[src/rtl/eje6_sweep_ctrl.sv]
// Self-check sequencer for the eje6 logic block: steps {A,B,C,D} through 0..15,
// waits a settle interval per vector and compares the three realisations of f, g and h.
//
// state | meaning
// ------+---------------------------------------------------------
// IDLE  | waiting for start after reset; no results yet
// WAIT  | vector applied, settle counter running down
// CHECK | one-cycle compare of eje6 outputs, advance vector
// DONE  | sweep complete, results held until the next start
module eje6_sweep_ctrl #(
  parameter int unsigned SETTLE  = 1,
  parameter logic [2:0]  FUNC_EN = 3'b111
) (
  input  logic       clk,
  input  logic       reset,
  input  logic       start,
  output logic       A,
  output logic       B,
  output logic       C,
  output logic       D,
  input  logic       f,
  input  logic       fPOS,
  input  logic       fSOP,
  input  logic       g,
  input  logic       gPOS,
  input  logic       gSOP,
  input  logic       h,
  input  logic       hPOS,
  input  logic       hSOP,
  output logic       busy,
  output logic       done,
  output logic       pass,
  output logic [4:0] err_count,
  output logic [3:0] first_err_vec,
  output logic [2:0] first_err_mask,
  output logic       err_valid
);

  typedef enum logic [1:0] {
    S_IDLE  = 2'd0,
    S_WAIT  = 2'd1,
    S_CHECK = 2'd2,
    S_DONE  = 2'd3
  } state_t;

  localparam logic [3:0] CNT_LOAD = 4'(SETTLE - 1);

  state_t     state;
  state_t     state_nxt;
  logic [3:0] vec;
  logic [3:0] cnt;
  logic [2:0] mis;
  logic       launch;

  assign {A, B, C, D} = vec;

  assign launch = start && (state == S_IDLE || state == S_DONE);

  // A disabled function never flags, whatever eje6 drives on it.
  assign mis = FUNC_EN & {~(f == fPOS && f == fSOP),
                          ~(g == gPOS && g == gSOP),
                          ~(h == hPOS && h == hSOP)};

  always_ff @(posedge clk or negedge reset) begin
    if (!reset) state <= S_IDLE;
    else        state <= state_nxt;
  end

  always_comb begin
    state_nxt = state;
    case (state)
      S_IDLE:  if (start) state_nxt = S_WAIT;
      S_WAIT:  if (cnt == 4'd0) state_nxt = S_CHECK;
      S_CHECK: state_nxt = (vec == 4'd15) ? S_DONE : S_WAIT;
      S_DONE:  if (start) state_nxt = S_WAIT;
      default: state_nxt = S_IDLE;
    endcase
  end

  always_comb begin
    busy = 1'b0;
    done = 1'b0;
    case (state)
      S_WAIT, S_CHECK: busy = 1'b1;
      S_DONE:          done = 1'b1;
      default:         ;
    endcase
  end

  assign pass = done && (err_count == 5'd0);

  always_ff @(posedge clk or negedge reset) begin
    if (!reset) begin
      vec            <= 4'd0;
      cnt            <= 4'd0;
      err_count      <= 5'd0;
      first_err_vec  <= 4'd0;
      first_err_mask <= 3'd0;
      err_valid      <= 1'b0;
    end else if (launch) begin
      vec            <= 4'd0;
      cnt            <= CNT_LOAD;
      err_count      <= 5'd0;
      first_err_vec  <= 4'd0;
      first_err_mask <= 3'd0;
      err_valid      <= 1'b0;
    end else if (state == S_WAIT) begin
      if (cnt != 4'd0) cnt <= cnt - 4'd1;
    end else if (state == S_CHECK) begin
      if (|mis) begin
        err_count <= err_count + 5'd1;
        if (!err_valid) begin
          first_err_vec  <= vec;
          first_err_mask <= mis;
          err_valid      <= 1'b1;
        end
      end
      if (vec != 4'd15) begin
        vec <= vec + 4'd1;
        cnt <= CNT_LOAD;
      end
    end
  end

endmodule
[config.mk]
export PLATFORM = sky130hd
export DESIGN_NAME = eje6_sweep_ctrl
export DESIGN_NICKNAME = d
export VERILOG_FILES = /design/src/rtl/eje6_sweep_ctrl.sv
export SDC_FILE = /design/constraint.sdc
export NUM_CORES = 1
export LEC_CHECK = 0
export ABC_AREA = 1
export CORE_MARGIN = 4
export CORE_UTILIZATION = 45
export CTS_CLUSTER_DIAMETER = 50
export DETAILED_ROUTE_END_ITERATION = 16
export PLACE_DENSITY_LB_ADDON = 0.25
export REMOVE_ABC_BUFFERS = 1
export SYNTH_ARGS = -nofsm -noshare
export SYNTH_HDL_FRONTEND = slang
export SYNTH_SLANG_ARGS = --single-unit
[constraint.sdc]
create_clock -name clk -period 1.4 [get_ports clk]
set_input_delay 0.28 -clock clk [delete_from_list [all_inputs] [get_ports clk]]
set_output_delay 0.28 -clock clk [all_outputs]
set_load 0.05 [all_outputs]
==> summary.txt, run 1 <==
Synth
  – Yosys reg bits: 23
  – Sequential fraction of the synthesis area: 40.2%
  – Share of synthesized flip-flops with an asynchronous set or reset: 100%
  – Top cells by area, synth: dfrtp_1 (40%), nand2_1 (13%), ha_1 (7.0%)
  – Top cell type's share of synthesized area: 40.2%
  – Synth warnings: 0
  – Post-synth top flop: dfrtp_1
  – Post-Syn Area: 1430 µm²
  – Area leader, netlist: dfrtp_1
  – Syn_area_per_cell: 7.90 µm²
  – Distinct cells, synth: 27
  – Post-synth EDFFs: 0
  – Post-synthesis cell count: 181

Clock network
  – Cts hold-fix bufs: 0
  – CTS Buf Count: 3
  – CTS root buffer: clkbuf_4
  – CTS tree: yes
  – Clock sinks: 23
  – Clock transition at the registers of the reported paths: 130 ps
  – CTS max path bufs: 2
  – Clock latency on the worst-skew pair: approximately 310 ps
  – H-tree lvl count: 1

Timing
  – Final worst slack: -269 ps
  – Pins Over Slew Limit: 0
  – Final setup violation count: 25
  – RSZ-0062 raised after global routing: true
  – Final hold vios: 0
  – Relative slew slack: 79.5%
  – Peak Freq: 599 MHz
  – Final Critical Period: 1670 ps
  – Worst-margin pin slew: 308 ps
  – Fin crit share: 119%
  – Clock Skew: 7.71 ps

Routing
  – DR pass1 iterations: 4
  – DRT iter0 DRCs: 65
  – WL/cell: 14.0 µm
  – Vias: roughly 1,400
  – Total length of routed wires: roughly 4.0 mm
  – Post-DR vias/cell: 5.07
  – Final ANT Viol Nets: 0
  – DRC: 0

Setup path
  – CP max-delay cell: dfrtp_1
  – Worst EP required: 1120 ps
  – CP Cell Sequence: buf_6 > ha_4 > nand3_2 > nor3_4 > buf_12
  – Crit path max fanout: 2
  – R2r startpoint: state[1]
  – CP Buf/Inv Count: 2
  – CP top delay family: flip-flops
  – CP Class: reg2out
  – Largest stage delay on the critical path: 410 ps
  – Crit path arrival time: 1390 ps
  – CP Capture Type: output port
  – Worst setup path start: state[1]
  – CP startpoint kind: flop

Global route
  – Global-route wire length before repair: 6.51 mm
  – Vias in the first global route: 1,494
  – GRT overflow: 0
  – Initial antenna violation count: 0
  – Largest net degree at the start of global routing: 24
  – All-layer global routing usage: 19.7%

Die
  – Initial core utilization: a little under half
  – Core Region: slightly above 3000 µm²
  – Chip width: 64.4 µm
  – Die area: 4140 µm²
  – Die height: 64.4 µm
  – # rows: 20
  – Ports: 32

Cells and area
  – Synth-to-Final Area Change: 64.9%
  – Cell area after layout: 2360 µm²
  – Layout cells sized above 1: 38.2%
  – Final Util: roughly 77%
  – Highest-count cells in the layout ignoring fill and taps: nand2_1 (46), dfrtp_1 (23), buf_4 (23)
  – Fin cells: 285
  – Antenna cell count: 0
  – Commonest non-fill, non-tap cell in the layout: nand2_1
  – Fill cell count: 225
  – Count of nets after finishing: between 200 and 300

Pwr
  – LEAKAGE: 1.13 nW
  – Switch share: 49.3%
  – Logic pwr share: 76.4%
  – Pwr Density: between 2000 and 3000 nW/µm²
  – Pint: 0.00334 W
  – Clock Power Share: 4.7%
  – Worst VDD drop: 1320 µV
  – Sequential share of power: a little under a fifth
  – Pwr Total: 0.00658 W
  – Psw: 0.00325 W

Place
  – Routability Congestion: just over 0.8
  – Post-DP HPWL: approximately 2.8 mm
  – Place WS: -277 ps
  – # port buffers: 31
  – Placed Area: approximately 2200 µm²
  – # placed instances: between 200 and 300

Status
  – Status: complete, but fails checks
  – Failing checks: negative setup slack

Run
  – Max-Cap Viols: 0

Hold path
  – Tightest Hold Check Type: in2async
==> sequential cells by signal, summed over array words and instances (netlist names) <==
signal,flops
vec,4
first_err_vec,4
state,2
first_err_mask,3
cnt,4
err_valid,1
err_count,5
==> layer usage <==
metal | GRT usage [%] | wire length (µm) | part of all wire, % | vias up
met4 | 5.28 | 69 | 1.7 | 0
met5 | 0 | 0 | 0 | -
met2 | 38.9 | 2230 | 56 | 36
met3 | 2.28 | 113 | 2.8 | 8
met1 | 21.8 | 1590 | 40 | 701
li1 | - | - | - | 700
==> cell families (layout without fill, tap and decap cells) <==
family,after synthesis,count (layout),synth area share (%)
AND/OR/NAND/NOR,102,102,34.8
XOR/XNOR,2,2,1.23
adder cells (fa/ha/maj),8,8,7.00
buffers and inverters,27,87,8.31
AO/OA/AOI/OAI,19,19,8.40
flip-flops,23,23,40.2
==> worst register-to-register path, delay by kind of cell (launching register included) <==
kind | cells | cell delay, ps
compound gates | 1 | 230
fa+ha+maj | 1 | 280
buf+inv | 2 | 300
flops | 1 | 430
simple gates | 4 | 340
==> worst paths after layout <==
kind	cells past startpoint	slack [ps]	end
worst min-delay path	2	310	first_err_vec[0]
max in group asynchronous	2	850	state[1]
worst max-delay path	5	-270	pass
worst max register to register	8	-250	first_err_mask[1]
min in group clk	2	560	first_err_vec[3]
worst min register to register	2	560	first_err_vec[3]
==> final cells by class <==
cell class / count / area [µm²] / share of cell area, %
clock buffers: 4 / 26.3 / 1.11
inverters: 23 / 86.3 / 3.66
multi-input cells: 131 / 847 / 35.9
flip-flops and latches: 23 / 576 / 24.4
well taps: 44 / 55.1 / 2.33
repair buffers: 60 / 768 / 32.6
==> power by group through the flow <==
| stage | Sequential (W) | Clock, W | Combinational, W |
|---|---|---|---|
| 3_3_place_gp | 0.00120 | 0 | 0.00440 |
| 6_report | 0.00124 | 0.000312 | 0.00503 |
| 3_5_place_dp | 0.00122 | 0 | 0.00453 |
| 4_1_cts | 0.00123 | 0.000312 | 0.00487 |
| 5_1_grt | 0.00127 | 0.000342 | 0.00537 |
| 2_1_floorplan | 0.00189 | 0 | 0.00172 |
==> Yosys cell counts (4+ instances only) <==
library cell and number:
nand4_1 6, inv_2 5, nand3_1 15, a21oi_1 4, nand2_1 49, inv_1 18, nand2_2 4, o21ai_1 6
nor2_1 14, nand3_2 6, ha_1 8, dfrtp_1 23
==> metrics by stage <==
step | TNS, ps | hold WS, ps
2_1_floorplan | -6150 | -15.6
3_3_place_gp | -3160 | 510
3_5_place_dp | -4230 | 524
4_1_cts | -3820 | 322
5_1_grt | -6320 | 352
6_report | -4430 | 315
==> timing repair <==
item | CTS | global route
buffers inserted | 3 | 1
endpoints found under the setup margin | 25 | 26
gates resized for setup | 21 | 9
pin swaps | 7 | 5
Power figures use the tool's default switching activity.
==> inputs of run 2 (changes only) <==
HOLD_SLACK_MARGIN = 0.02   (was not set)
==> results of run 2 <==
Same layout as run 1: the final DEF is identical, and so are final timing and power.
